--- src/rtl/key_codes_pkg.sv ---
// key_codes_pkg: PS/2 scancode constants, channel FSM states and a priority helper
package key_codes_pkg;
  localparam logic [8:0] KEY_UP    = 9'h075;
  localparam logic [8:0] KEY_DOWN  = 9'h072;
  localparam logic [8:0] KEY_LEFT  = 9'h06B;
  localparam logic [8:0] KEY_RIGHT = 9'h074;
  localparam logic [8:0] KEY_Z     = 9'h01A;
  localparam logic [8:0] LSHIFT    = 9'h012;
  localparam logic [8:0] RSHIFT    = 9'h059;

  typedef enum logic [1:0] {
    IDLE  = 2'd0,
    DELAY = 2'd1,
    RPT   = 2'd2
  } ch_state_e;

  function automatic logic [3:0] lowest_idx(input logic [15:0] v);
    lowest_idx = 4'd0;
    for (int k = 15; k >= 0; k--) if (v[k]) lowest_idx = 4'(k);
  endfunction
endpackage

--- src/rtl/key_channel.sv ---
// key_channel: one decoded key - held level, press/release pulses and typematic repeat
module key_channel
  import key_codes_pkg::*;
#(
  parameter bit REPEAT_EN     = 1'b1,
  parameter int REPEAT_DELAY  = 25_000_000,
  parameter int REPEAT_PERIOD = 5_000_000,
  parameter int CNT_W         = 25
) (
  input  logic clk_i,
  input  logic rst_ni,
  input  logic sample_i,
  input  logic key_i,
  output logic held_nx_o,
  output logic held_o,
  output logic press_o,
  output logic release_o,
  output logic repeat_o
);
  localparam logic [CNT_W-1:0] DLY_LAST = CNT_W'(REPEAT_DELAY - 1);
  localparam logic [CNT_W-1:0] PER_LAST = CNT_W'(REPEAT_PERIOD - 1);

  logic held_q, held_d, press_q, rel_q, rpt_q, rpt_d, rise, fall;
  ch_state_e state_q, state_d;
  logic [CNT_W-1:0] cnt_q, cnt_d;

  assign held_d = sample_i ? key_i : held_q;
  assign rise   = held_d & ~held_q;
  assign fall   = ~held_d & held_q;

  // A fall always wins so no repeat pulse can coincide with the release
  always_comb begin
    state_d = state_q;
    cnt_d   = cnt_q;
    rpt_d   = 1'b0;
    if (fall) begin
      state_d = IDLE;
      cnt_d   = '0;
    end else if (rise && REPEAT_EN) begin
      state_d = DELAY;
      cnt_d   = '0;
    end else if (state_q == DELAY) begin
      rpt_d   = (cnt_q == DLY_LAST);
      state_d = rpt_d ? RPT : DELAY;
      cnt_d   = rpt_d ? '0 : cnt_q + 1'b1;
    end else if (state_q == RPT) begin
      rpt_d = (cnt_q == PER_LAST);
      cnt_d = rpt_d ? '0 : cnt_q + 1'b1;
    end
  end

  always_ff @(posedge clk_i or negedge rst_ni) begin
    if (!rst_ni) begin
      held_q  <= 1'b0;
      press_q <= 1'b0;
      rel_q   <= 1'b0;
      rpt_q   <= 1'b0;
      state_q <= IDLE;
      cnt_q   <= '0;
    end else begin
      held_q  <= held_d;
      press_q <= rise;
      rel_q   <= fall;
      rpt_q   <= rpt_d;
      state_q <= state_d;
      cnt_q   <= cnt_d;
    end
  end

  assign held_nx_o = held_d;
  assign held_o    = held_q;
  assign press_o   = press_q;
  assign release_o = rel_q;
  assign repeat_o  = rpt_q;
endmodule

--- src/rtl/key_event_decoder.sv ---
// key_event_decoder: maps configured scancodes to per-channel key events and tracks the last held key
module key_event_decoder
  import key_codes_pkg::*;
#(
  parameter int                      NUM_KEYS      = 4,
  parameter logic [9*NUM_KEYS-1:0]   KEY_CODES     = {KEY_RIGHT, KEY_LEFT, KEY_DOWN, KEY_UP},
  parameter bit                      REPEAT_EN     = 1'b1,
  parameter int                      REPEAT_DELAY  = 25_000_000,
  parameter int                      REPEAT_PERIOD = 5_000_000,
  parameter int                      CNT_W         = 25,
  localparam int                     LW            = (NUM_KEYS > 1) ? $clog2(NUM_KEYS) : 1
) (
  input  logic                clk_i,
  input  logic                rst_ni,
  input  logic                been_ready_i,
  input  logic [8:0]          last_change_i,
  input  logic [511:0]        key_down_i,
  output logic [NUM_KEYS-1:0] held_o,
  output logic [NUM_KEYS-1:0] press_o,
  output logic [NUM_KEYS-1:0] release_o,
  output logic [NUM_KEYS-1:0] repeat_p_o,
  output logic [LW-1:0]       last_key_o,
  output logic                last_valid_o
);
  logic [NUM_KEYS-1:0] held_nx, rise, fall;
  logic [3:0] rise_idx, held_idx;
  logic [LW-1:0] last_key_q, last_key_d;
  logic last_valid_q, last_valid_d, unused_ok;

  // Every channel resamples on each strobe, so a lost break code self-heals
  for (genvar i = 0; i < NUM_KEYS; i++) begin : g_ch
    localparam logic [8:0] CODE = KEY_CODES[9*i +: 9];
    key_channel #(
      .REPEAT_EN    (REPEAT_EN),
      .REPEAT_DELAY (REPEAT_DELAY),
      .REPEAT_PERIOD(REPEAT_PERIOD),
      .CNT_W        (CNT_W)
    ) u_ch (
      .clk_i    (clk_i),
      .rst_ni   (rst_ni),
      .sample_i (been_ready_i),
      .key_i    (key_down_i[CODE]),
      .held_nx_o(held_nx[i]),
      .held_o   (held_o[i]),
      .press_o  (press_o[i]),
      .release_o(release_o[i]),
      .repeat_o (repeat_p_o[i])
    );
  end

  assign rise     = held_nx & ~held_o;
  assign fall     = ~held_nx & held_o;
  assign rise_idx = lowest_idx(16'(rise));
  assign held_idx = lowest_idx(16'(held_nx));

  always_comb begin
    last_key_d   = last_key_q;
    last_valid_d = last_valid_q;
    if (|rise) begin
      last_key_d   = rise_idx[LW-1:0];
      last_valid_d = 1'b1;
    end else if (last_valid_q && fall[last_key_q]) begin
      last_key_d   = |held_nx ? held_idx[LW-1:0] : last_key_q;
      last_valid_d = |held_nx;
    end
  end

  always_ff @(posedge clk_i or negedge rst_ni) begin
    if (!rst_ni) begin
      last_key_q   <= '0;
      last_valid_q <= 1'b0;
    end else begin
      last_key_q   <= last_key_d;
      last_valid_q <= last_valid_d;
    end
  end

  assign last_key_o   = last_key_q;
  assign last_valid_o = last_valid_q;
  assign unused_ok    = ^{key_down_i, last_change_i, rise_idx, held_idx};
endmodule

--- config.mk ---
export PLATFORM = sky130hd
export DESIGN_NAME = key_event_decoder
export DESIGN_NICKNAME = d
export VERILOG_FILES = /design/src/rtl/key_codes_pkg.sv /design/src/rtl/key_channel.sv /design/src/rtl/key_event_decoder.sv
export SDC_FILE = /design/constraint.sdc
export NUM_CORES = 1
export LEC_CHECK = 0
export ABC_CLOCK_PERIOD_IN_PS = 5900
export CAP_MARGIN = 20
export CORE_AREA = 2 2 209 211
export CTS_CLUSTER_SIZE = 10
export DETAILED_ROUTE_END_ITERATION = 7
export DIE_AREA = 0 0 211 213
export DONT_BUFFER_PORTS = 1
export MAX_ROUTING_LAYER = met4
export PLACE_DENSITY = 0.36
export SKIP_CTS_REPAIR_TIMING = 1
export SYNTH_ARGS = -nofsm -noshare
export SYNTH_HDL_FRONTEND = slang
export SYNTH_HIERARCHICAL = 1
export SYNTH_SLANG_ARGS = --single-unit
--- constraint.sdc ---
create_clock -name clk_i -period 5.9 [get_ports clk_i]
set_input_delay 1.77 -clock clk_i [delete_from_list [all_inputs] [get_ports clk_i]]
set_output_delay 1.77 -clock clk_i [all_outputs]
set_load 0.05 [all_outputs]
Word level (Yosys, flattened, before mapping)
Index checks and enable logic that the tools add are counted.
Widths: inputs -> output; s select.
Cells by class
  add/subtract/negate cells: 4
  reduce and logical (&&, ||, !) cells: 14
  equal/unequal tests: 16
  magnitude comparators: 1
  mux-type cells: 75
  bitwise gates (word level): 20
Operator list (count)
  $mux 25: 24
  $add 25x1->25 const B: 4
  $eq 25x23->1 const B: 4
  $eq 25x25->1 const B: 4
  $mux 2: 27
  $mux 1: 23
  $reduce_bool 4->1: 4
  $reduce_bool 3->1: 4
  $and 1x1->1: 8
  $and 4x4->4: 2
  $eq 2x1->1 const B: 4
  $eq 2x2->1 const B: 4
  $not 1->1: 8
  $not 4->4: 2
  $reduce_or 4->1: 2
  $reduce_bool 2->1: 2
  $lt 2x3->1 const B: 1
  $bmux 1 s2: 1
  $reduce_and 2->1: 1
  $logic_and 1x1->1: 1
Storage, ports and cells
  input port bits: 524
  logic and storage cells: 156
  register bits after elaboration: 127

Logic depth before layout (Yosys ltp)
Gate-level depths: netlist of the first run.
  word-level depth: 8
  depth in mapped cells: 11

By module
The synthesis of the first run kept the hierarchy.
By module, submodules not included
  key_channel (g_ch[1].u_ch ...): area each 1856.8 um^2, instances 3, cells each 220
  key_channel (g_ch[0].u_ch): area each 1874.3 um^2, instances 1, cells each 218
  key_event_decoder: area each 286.5 um^2, instances 1, cells each 31

Least setup slack after synthesis of the first run
No wires, ideal clock.
  path type: input to register
  start: input port been_ready_i
  end: register g_ch[2].u_ch.cnt_q[9]
  library setup time: 0.079 ns
  slack: 2.270 ns
  stages on the path: 9
  data arrival time: 3.551 ns
  data required time: 5.821 ns
  path buffers: 2
  path through: o21a_1 -> inv_1 -> ha_1 -> and2_1 -> clkbuf_1 -> nand2b_1 -> clkbuf_1 -> or3b_2 -> mux2i_1
On the way
  word-level cells in the longest chain between the ends: 4
  elaborated cells between the ends (all ways): 7
RTL lines
  start, declared: line key_event_decoder.sv:15  | input logic been_ready_i,
  $mux 1 (*): line key_channel.sv:27  | assign held_d = sample_i ? key_i : held_q;
  named net held_nx[2]: line key_event_decoder.sv:25  | logic [NUM_KEYS-1:0] held_nx, rise, fall;
  $and 1x1->1 / $not 1->1 (equally long branches): line key_channel.sv:28, key_channel.sv:29
  $mux 25 / $and 1x1->1 (equally long branches): line key_channel.sv:39, key_channel.sv:29
  $mux 25 / $reduce_bool 4->1 (equally long branches)
  end signal, assigned: line key_channel.sv:66  | cnt_q <= cnt_d;
  end, declared: line key_channel.sv:25  | logic [CNT_W-1:0] cnt_q, cnt_d;
The timed path passes the listed nets; every way through them passes the cells marked *.
A chain may end at the register's enable or synchronous reset.

Final worst setup path of the first run
  start: input port been_ready_i
  end: register g_ch[0].u_ch.cnt_q[16]
On the way
  word-level cells in the longest chain between the ends: 4
  elaborated cells between the ends (all ways): 7
RTL lines
  $mux 1 (*): line key_channel.sv:27
  named net held_nx[0]: line key_event_decoder.sv:25
  $and 1x1->1 (*): line key_channel.sv:28  | assign rise = held_d & ~held_q;
  named net g_ch[0].u_ch.rise: line key_channel.sv:23  | logic held_q, held_d, press_q, rel_q, rpt_q, rpt_d, rise, fall;
  $mux 25: line key_channel.sv:39  | end else if (rise && REPEAT_EN) begin
  $mux 25: line key_channel.sv:36  | if (fall) begin
  end signal, assigned: line key_channel.sv:66
  end, declared: line key_channel.sv:25
Marks and branches as above.

==> results of run 1 <==
## how the worst max path moves through the flow
| stage | end | slack [ns] | start |
|---|---|---|---|
| 4_1_cts | g_ch[1].u_ch/cnt_q[8]$_DFFE_PN0P_ | 1.89 | been_ready_i |
| 6_report | g_ch[0].u_ch/cnt_q[16]$_DFFE_PN0P_ | 1.92 | been_ready_i |
| 3_5_place_dp | g_ch[1].u_ch/cnt_q[8]$_DFFE_PN0P_ | 1.42 | been_ready_i |
| 5_1_grt | g_ch[0].u_ch/cnt_q[16]$_DFFE_PN0P_ | 1.77 | been_ready_i |
| 2_1_floorplan | g_ch[2].u_ch/cnt_q[9]$_DFFE_PN0P_ | 2.27 | been_ready_i |
| 3_3_place_gp | g_ch[1].u_ch/cnt_q[8]$_DFFE_PN0P_ | 1.41 | been_ready_i |
## power by group through the flow
stage | Clock, mW | Sequential (mW) | Combinational [mW]
3_5_place_dp | 0 | 1.05 | 0.384
6_report | 1.08 | 1.03 | 0.379
3_3_place_gp | 0 | 1.05 | 0.383
4_1_cts | 1.12 | 1.04 | 0.385
5_1_grt | 1.15 | 1.05 | 0.430
2_1_floorplan | 0 | 1.03 | 0.279
## cell type report
class                      count  area (um^2)
fill                        4686        33800
antenna                        1         2.50
sequential                   127         3180
clock buffer                  17          425
clock inverter                15          161
timing repair buffer           9         67.6
multi-input combinational    702         4220
tap                          546          683
inverter                      36          135
## sequential cells by signal, summed over array words and instances, names as in the netlist
signal,cells
g_ch.u_ch/cnt_q,100
g_ch.u_ch/held_o,4
g_ch.u_ch/press_o,4
g_ch.u_ch/release_o,4
g_ch.u_ch/repeat_o,4
g_ch.u_ch/state_q,8
last_key_o,2
last_valid_o,1
## through the flow
stage | setup slack [ns] | instances | instance area, um^2 | hold slack (ns) | utilization, %
6_report | 1.92 | 1453 | 8870 | 0.513 | 20.8
5_1_grt | 1.77 | 1453 | 8870 | 0.562 | 20.8
4_1_cts | 1.89 | 1452 | 8870 | 0.524 | 20.8
3_5_place_dp | 1.42 | 1420 | 8290 | 0.509 | 19.4
3_3_place_gp | 1.41 | 1420 | 8290 | 0.510 | 19.4
2_1_floorplan | 2.27 | 909 | 7730 | 0.475 | -
## cells in the final DEF, fill, tap and decap left out, drive strengths merged, types with 4 or more instances in the layout
cell type and n:
nor3b 5, o311ai 8, nor4b 5, buf 9, nor4 12, dfrtp 127
or3b 6, o2111ai 7, o211ai 4, o22ai 9, mux2i 10, o31ai 15
nand3 84, o21ai 57, or4b 12, nor2 66, or3 30, clkbuf 17
a31oi 18, and3 5, and2 10, ha 20, and4 4, nand4 65
or4 8, o21a 4, nand2 146, a21oi 21, nand2b 9, nor3 21
a22o 6, clkinv 9, or2 4, inv 39, nor2b 8
## metal layers
| metal | wire, um | track usage (%) | vias to the layer above | part of all wire, % |
|---|---|---|---|---|
| met5 | 0 | - | - | 0 |
| met2 | 10400 | 16.8 | 63 | 45 |
| met4 | 237 | 2.70 | 0 | 1.0 |
| met3 | 883 | 2.74 | 13 | 3.8 |
| li1 | - | - | 3336 | - |
| met1 | 11500 | 14.3 | 3240 | 50 |
## worst register-to-register path, stage by stage, from the launching register on
cell,delay [ns]
dfrtp_1,0.77
inv_1,0.15
o21a_1,0.23
inv_1,0.20
ha_1,0.30
and2_1,0.48
nand2b_1,0.56
or4b_2,0.73
o21ai_0,0.09
## kinds of logic (layout without fill, tap and decap cells)
family	after synthesis	in the layout	share of synthesized area, %
other	0	1	0
adder cells (fa/ha/maj)	20	20	3.24
AO/OA/AOI/OAI	157	157	13.0
AND/OR/NAND/NOR	512	512	36.5
flip-flops	127	127	41.1
buffers and inverters	80	77	4.29
multiplexers	13	13	1.88
==> metrics.md, run 1 <==
| Metric | Value |
|---|---|
| Max FO, Critical Path | `17` |
| Vias in the first global route | `6,627` |
| Final period utilization | `67.5%` |
| Hold Vio Cnt, Final | `0` |
| Outcome | `complete, no violations` |
| Ys async rst share | `100%` |
| Post-layout nets | `1,437` |
| Clock Latency Late Sink | `0.43 ns` |
| H-tree lvl count | `4` |
| Number of synthesized register bits | `127` |
| Worst EP required | `~6.2 ns` |
| Slew Limit Fails | `0` |
| Max cap viols | `0` |
| Clock Path Buffers | `2` |
| Antenna-violating nets left | `0` |
| GR Overflow Total | `0` |
| Share of the synthesized area in the top cell type | `41.1%` |
| Power consumption | `2.49 mW` |
| Layout cells sized above 1 | `approximately 8.5%` |
| Via count | `between 6k and 7k` |
| IO buf count | `0` |
| Hold path cells | `2` |
| Crit start category | `input port` |
| HP Start | `g_ch[1].u_ch/state_q[1]$_DFFE_PN0P_` |
| Cell Rows | `76` |
| Worst Tran Pin Value | `approximately 1 ns` |
| Yosys warns | `6` |
| Top FF cell, synth | `dfrtp_1` |
| Critical R2R Capture | `g_ch[1].u_ch/cnt_q[8]$_DFFE_PN0P_` |
| Vias per cell | `4.58` |
| Worst setup path class | `in2reg` |
| Max VDD drop | `0.189 mV` |
| Cell area power density | `280 nW/um^2` |
| Leading area contributor after synthesis | `dfrtp_1` |
| WP depth | `9` |
| CTS tree | `done` |
| Switching share of power | `between 30% and 40%` |
| Clock power share | `43.2%` |
| # DRC | `0` |
| Max incr delay on CP | `0.63 ns` |
| Net Count, Synth | `1,453` |
| RR Startpoint | `g_ch[1].u_ch/held_o$_DFF_PN0_` |
| Syn Std Cell Area | `7730 um^2` |
| Total core area | `42,700 um^2` |
| Slew headroom | `roughly 31%` |
| GRT Resource Usage Total | `between 10% and 20%` |
| Top cells by area, synth | `dfrtp_1, nand2_1, nand3_1` |
| Logic pwr share | `approximately 15%` |
| Pleak | `3.35 nW` |
| Worst Hold Class | `reg2reg` |
| Setup violators final | `0` |
| Initial Util | `between 10% and 20%` |
| DIE WIDTH | `approximately 210 um` |
| Dominant cell by count in the synthesized netlist | `nand2_1` |
| Internal power | `about 1.7 mW` |
| Clk_skew | `0.0168 ns` |
| Synth top cells by count | `nand2_1, dfrtp_1, nand3_1` |
| Initial drt markers | `a little over 400` |
| Syn Area/Cell | `8.51 um^2` |
| Synthesized instance count | `909` |
| Worst Path Buf+Inv | `2` |
| WL/cell | `roughly 16 um` |
| R2R cell count | `8` |
| Die area | `44,900 um^2` |
| RSZ-0062 raised after global routing | `no` |
| First-pass GRT wire length | `roughly 38,000 um` |
| Sequential share of the synthesized area | `approximately 41%` |
| Crit. End Element | `flip-flop` |
| Fin Setup TNS | `0 ns` |
| Max frequency | `0.251 GHz` |
| Seq pwr share | `41.5%` |
| Critical path arrival | `4.30 ns` |
| CP delay by family, top | `simple AND/OR/NAND/NOR gates` |
| Top Ports | `543` |
| EDFF count, synth | `0` |
| CTS buffer count | `17` |
| Gpl congestion | `0.770` |
| Time the worst path needs with I/O delays and setup | `3.98 ns` |
| Clock Root Buffer | `clkbuf_16` |
| Initial antenna violation count | `2` |
| Crit path cell chain | `nand2_1 > o21a_1 > inv_1 > ha_1 > or2_2 > nor2_1 > buf_4 > nand2_1 > o311ai_0` |
| Largest net degree at the start of global routing | `128` |
| CTS Sinks | `127` |
| Yosys cell types | `59` |
| Area delta synth->final | `14.8%` |
| HPWL Detailed | `~16,000 um` |
| Hold Path Sink | `g_ch[1].u_ch/state_q[1]$_DFFE_PN0P_` |
| R2R Setup Slk | `2.32 ns` |
| Chip height | `around 210 um` |
| Psw | `about 810 uW` |
| Worst path slowest cell | `nor2_1` |
| DR pass1 iterations | `4` |
| CP dominant cell by count | `nand2_1` |
| Clock slew at the register clock pins of the worst setup and hold paths | `0.06 ns` |
| Final wirelength | `roughly 23,000 um` |
Note: power is estimated with default switching activity, not from simulation.
==> run 2: changes to the inputs <==
ABC_CLOCK_PERIOD_IN_PS = 3200   (was 5900)
PLACE_DENSITY = 0.37   (was 0.36)
clock period = 3.2 ns   (was 5.9 ns; I/O delays follow)
==> run 2 against run 1 <==
Combinational power increased by 110%. Clock skew is 0.0035 ns lower. Critical path depth unchanged. Sequential power increased by 83%. Global-route usage is essentially flat. Register-to-register slack lost 1.7 ns. Sequential share of layout area decreased by 0.96 points. Via count rose by 2.6%. Cell area rose by 2.7%. Flip-flop and latch count stayed put. Die area unchanged.
==> metrics.md, run 2 (synthesis gave the netlist of run 1 again) <==
| Metric | Value |
|---|---|
| Outcome | `complete, no violations` |
| Area delta synth->final | `17.9%` |
| Clock Path Buffers | `2` |
| GR Overflow Total | `0` |
| Most common cell after layout, fill and taps aside | `nand2_1` |
| # DRC | `0` |
| CP delay by family, top | `simple AND/OR/NAND/NOR gates` |
| Setup ws final | `about 0.63 ns` |
| Worst path slowest cell | `and2_1` |
| GRT Max-Usage Layer | `met2` |
| GRT Resource Usage Total | `10.9%` |
| Seq pwr share | `37.9%` |
| Initial antenna violation count | `2` |
| HPWL Detailed | `15,600 um` |
| Fin Setup TNS | `0 ns` |
| Layout cells sized above 1 | `10.3%` |
| Slew headroom | `37.2%` |
| Antenna-violating nets left | `0` |
| WHS | `0.223 ns` |
| Pleak | `approximately 3.5 nW` |
| Chip height | `approximately 210 um` |
| Vias in the first global route | `6,682` |
| Critical path arrival | `2.89 ns` |
| Crit path cell chain | `nand2_1 > o21a_1 > inv_1 > ha_1 > and2_1 > nor2_1 > buf_4 > and4_4 > a211o_1` |
| Final period utilization | `80.4%` |
| Hold Vio Cnt, Final | `0` |
| Worst setup path class | `in2reg` |
| Die area | `around 45,000 um^2` |
| Clock slew at the register clock pins of the worst setup and hold paths | `0.07 ns` |
| Clock Latency Late Sink | `0.43 ns` |
| Clock power share | `46.4%` |
| Crit. End Element | `flip-flop` |
| Vias per cell | `4.63` |
| Clock Root Buffer | `clkbuf_16` |
| Post-layout util | `21.4%` |
| Max VDD drop | `0.429 mV` |
| Clk_skew | `0.0133 ns` |
| Layout Cells excl Fill | `~1.5k` |
| CTS tree | `done` |
| Cell area power density | `543 nW/um^2` |
| Crit start category | `input port` |
| Psw | `1.45 mW` |
| Max frequency | `just under 0.4 GHz` |
| Logic pwr share | `15.7%` |
| Total core area | `42,700 um^2` |
| Initial drt markers | `439` |
| Met1 usage | `14.4%` |
| First-pass GRT wire length | `37,700 um` |
| Most flops, register | `g_ch.u_ch/cnt_q` |
| Worst Hold Class | `in2async` |
| H-tree lvl count | `4` |
| Time the worst path needs with I/O delays and setup | `around 2.6 ns` |
| DIE WIDTH | `211 um` |
| Internal power | `around 3.5 mW` |
| RSZ-0062 raised after global routing | `no` |
| Worst Path Buf+Inv | `2` |
| Worst Tran Pin Value | `0.942 ns` |
| Largest net degree at the start of global routing | `128` |
| Fillcell total | `approximately 4.7k` |
| Switching share of power | `between 20% and 30%` |
| Max cap viols | `0` |
| CTS buffer count | `17` |
| Post-layout nets | `between 1k and 1.5k` |
| Worst EP required | `3.52 ns` |
| CTS Sinks | `127` |
| Dpl cells | `about 1.4k` |
| Cell Rows | `76` |
| Initial Util | `18.1%` |
| Max incr delay on CP | `0.49 ns` |
| Most frequent cells in the layout | `nand2_1, dfrtp_1, nand3_1` |
| Largest registers | `g_ch.u_ch/cnt_q: 100 flops, g_ch.u_ch/state_q: 8 flops` |
| M2 GR Usage | `about 16%` |
| Max reg flops | `100` |
| Via count | `6,826` |
| WL/cell | `between 15 and 20 um` |
| Met3 Usage GRT | `2.57%` |
| Setup violators final | `0` |
| Gpl congestion | `0.763` |
| Max FO, Critical Path | `16` |
| Top Ports | `543` |
| DR pass1 iterations | `4` |
| Slew Limit Fails | `0` |
| Final wirelength | `~23,000 um` |
| DP Worst Slack | `approximately 0.18 ns` |
| IO buf count | `0` |
run 2: through the flow:
stage	cell area, um^2	power (mW)
floorplan	7730	2.41
global placement	8440	2.69
detailed placement	8440	2.69
CTS	9120	5.04
global route	9120	5.22
finish	9120	4.96
run 2: path summary, 6_finish.rpt:
| kind | from | end | cells past startpoint | slack [ns] |
|---|---|---|---|---|
| worst max-delay path | been_ready_i | g_ch[0].u_ch/cnt_q[21]$_DFFE_PN0P_ | 9 | 0.63 |
| worst min-delay path | rst_ni | g_ch[3].u_ch/press_o$_DFF_PN0_ | 0 | 0.22 |
| worst max register to register | g_ch[0].u_ch/state_q[1]$_DFFE_PN0P_ | g_ch[0].u_ch/cnt_q[14]$_DFFE_PN0P_ | 7 | 0.65 |
| worst min register to register | g_ch[1].u_ch/state_q[0]$_DFFE_PN0P_ | g_ch[1].u_ch/state_q[0]$_DFFE_PN0P_ | 2 | 0.51 |
| max in group asynchronous | rst_ni | g_ch[1].u_ch/cnt_q[17]$_DFFE_PN0P_ | 0 | 2.79 |
| min in group clk_i | g_ch[1].u_ch/state_q[0]$_DFFE_PN0P_ | g_ch[1].u_ch/state_q[0]$_DFFE_PN0P_ | 2 | 0.51 |
run 2: layer usage:
layer  up-vias  part of all wire [%]
li1       3368                     -
met1      3329                    49
met2       109                    45
met3        20                   4.4
met4         0                   1.3
met5         -                     0
run 2: power groups by stage:
stage	combinational, mW	clock, mW	sequential (mW)
2_1_floorplan	0.514	0	1.89
3_3_place_gp	0.783	0	1.91
3_5_place_dp	0.779	0	1.91
4_1_cts	0.785	2.37	1.88
5_1_grt	0.874	2.45	1.90
6_report	0.777	2.30	1.88
run 2: worst register-to-register path, cell delays in order (launching register included):
cell      delay (ns)
dfrtp_1         0.39
inv_1           0.06
ha_1            0.19
nor4bb_1        0.07
and3_1          0.20
o21ai_2         0.75
nand2_1         0.33
o311ai_0        0.43
run 2: area by class of cell:
type                    count  area (um^2)  share of cell area, %
multi-input cells         702         4220                   46.3
inverters                  36          135                   1.48
clock buffers              22          474                   5.20
clock inverters            10          206                   2.26
flip-flops and latches    127         3180                   34.9
repair buffers             29          218                   2.39
diodes                      1         2.50                 0.0274
well taps                 546          683                   7.49
==> run 3: changes to the inputs <==
ABC_CLOCK_PERIOD_IN_PS = 2300   (was 3200)
clock period = 2.3 ns   (was 3.2 ns; I/O delays follow)
==> run 3 against run 2 <==
The flow now finishes with violations (negative hold slack). Clock skew shrank 0.0073 ns. Total power grew 35%. Cell count grew 7.3%. Critical path depth down 4. Clock power rose by 18%. Non-clock buffer count increased by 107. Hold slack worse by 0.27 ns. Core utilization up 2.1 points. Global-route usage is 0.83 points higher. Sequential share of layout area is 3.1 points lower. Critical path type is now reg2reg. Largest power group unchanged.
==> metrics.md, run 3 (synthesis gave the netlist of run 1 again) <==
| Metric | Value |
|---|---|
| Outcome | `finished with violations` |
| Violated checks | `negative hold slack` |
| CP delay by family, top | `simple AND/OR/NAND/NOR gates` |
| Crit path cell chain | `or4b_1 > nor4_4 > o21ai_4 > and4_4 > a211o_1` |
| Fillcell total | `4,626` |
| Top Ports | `around 540` |
| RR Startpoint | `g_ch[0].u_ch/cnt_q[7]$_DFFE_PN0P_` |
| DIE WIDTH | `211 um` |
| Most frequent cells in the layout | `nand2_1, buf_4, dfrtp_1` |
| Layout cells sized above 1 | `22.1%` |
| Chip height | `approximately 210 um` |
| WHS | `-0.0424 ns` |
| Die area | `~45,000 um^2` |
| Worst path slowest cell | `or4b_1` |
| Register area | `3180 um^2` |
| Gpl congestion | `0.797` |
| Pleak | `4.04 nW` |
| Max FO, Critical Path | `11` |
| Time the worst path needs with I/O delays and setup | `2.12 ns` |
| HPWL Detailed | `17,700 um` |
| Vias per cell | `around 4.5` |
| # DRC | `0` |
| Initial antenna violation count | `1` |
| Slew headroom | `between 60% and 70%` |
| Antenna-violating nets left | `0` |
| RSZ-0062 raised after global routing | `no` |
| Most flops, register | `g_ch.u_ch/cnt_q` |
| GR Overflow Total | `0` |
| Slew Limit Fails | `0` |
| Final wirelength | `approximately 24,000 um` |
| Setup ws final | `around 0.18 ns` |
| DP Worst Slack | `-0.0975 ns` |
| WL/cell | `15.5 um` |
| Critical path arrival | `2.43 ns` |
| H-tree lvl count | `4` |
| Worst Path Buf+Inv | `0` |
| Initial Util | `18.1%` |
| Max frequency | `0.472 GHz` |
| Area delta synth->final | `29.5%` |
| Crit. End Element | `flip-flop` |
| Clock Latency Late Sink | `0.42 ns` |
| Post-layout util | `a little under a quarter` |
| Clock Root Buffer | `clkbuf_16` |
| Worst setup path class | `reg2reg` |
| Max reg flops | `100` |
| Max VDD drop | `0.419 mV` |
| Worst Hold Class | `in2async` |
| Largest net degree at the start of global routing | `128` |
| Cell Rows | `76` |
| Most common cell after layout, fill and taps aside | `nand2_1` |
| Setup violators final | `0` |
| Clock slew at the register clock pins of the worst setup and hold paths | `0.06 ns` |
| CTS Sinks | `about 130` |
| CTS buffer count | `17` |
| Multi-input logic area | `approximately 4400 um^2` |
| Worst Tran Pin Value | `0.587 ns` |
| First-pass GRT wire length | `40,100 um` |
| CTS tree | `done` |
| Max incr delay on CP | `~0.58 ns` |
| Total core area | `42,700 um^2` |
| Largest registers | `g_ch.u_ch/cnt_q: 100 flops, g_ch.u_ch/state_q: 8 flops` |
| Vias in the first global route | `about 7.3k` |
| DR pass1 iterations | `5` |
| Power consumption | `6.69 mW` |
| Post-layout nets | `1,564` |
| Max cap viols | `0` |
| Crit start category | `flip-flop` |
| Cell area power density | `668 nW/um^2` |
| Critical path launch point | `g_ch[0].u_ch/cnt_q[7]$_DFFE_PN0P_` |
| GRT Resource Usage Total | `11.7%` |
| Clk_skew | `roughly 0.0061 ns` |
| Hold Vio Cnt, Final | `between 100 and 150` |
| Initial drt markers | `480` |
| Via count | `between 7k and 8k` |
| Worst EP required | `2.61 ns` |
| IO buf count | `0` |
| Final period utilization | `92.1%` |
| Clock Path Buffers | `2` |
-- run 3: layout make-up --
type | count | share of cell area (%)
tap | 546 | 6.82
antenna | 1 | 0.0250
clock buffer | 28 | 5.36
multi-input combinational | 702 | 43.5
timing repair buffer | 136 | 10.7
inverter | 36 | 1.35
sequential | 127 | 31.8
clock inverter | 4 | 0.475
-- run 3: worst paths after layout --
check / to / slack, ns / cells after the start
min: g_ch[3].u_ch/cnt_q[22]$_DFFE_PN0P_ / -0.04 / 0
min reg2reg: g_ch[2].u_ch/state_q[1]$_DFFE_PN0P_ / 0.52 / 2
min in group clk_i: g_ch[2].u_ch/state_q[1]$_DFFE_PN0P_ / 0.52 / 2
max in group asynchronous: g_ch[0].u_ch/cnt_q[11]$_DFFE_PN0P_ / 2.16 / 0
max: g_ch[0].u_ch/cnt_q[21]$_DFFE_PN0P_ / 0.18 / 5
max reg2reg: g_ch[0].u_ch/cnt_q[21]$_DFFE_PN0P_ / 0.18 / 5
-- run 3: per-layer routing --
layer  vias up  track usage (%)  wire [um]
met4         0             3.25        360
met2        86             18.3      11100
met1      3407             15.2      12100
met3        20             2.69        923
met5         -                -          0
li1       3585                -          -
-- run 3: stage by stage --
stage	TNS, ns	cells	instance area (um^2)
CTS	-0.0443	1578	9990
global placement	-1.19	1546	9410
finish	0	1580	10000
global route	0	1580	10000
floorplan	-0.134	909	7950
detailed placement	-1.19	1546	9410
-- run 3: power breakdown --
part / switching (mW) / total [mW] / internal [mW]
Clock: 1.04 / 2.72 / 1.69
Combinational: 0.793 / 1.39 / 0.593
Sequential: 0.206 / 2.58 / 2.37
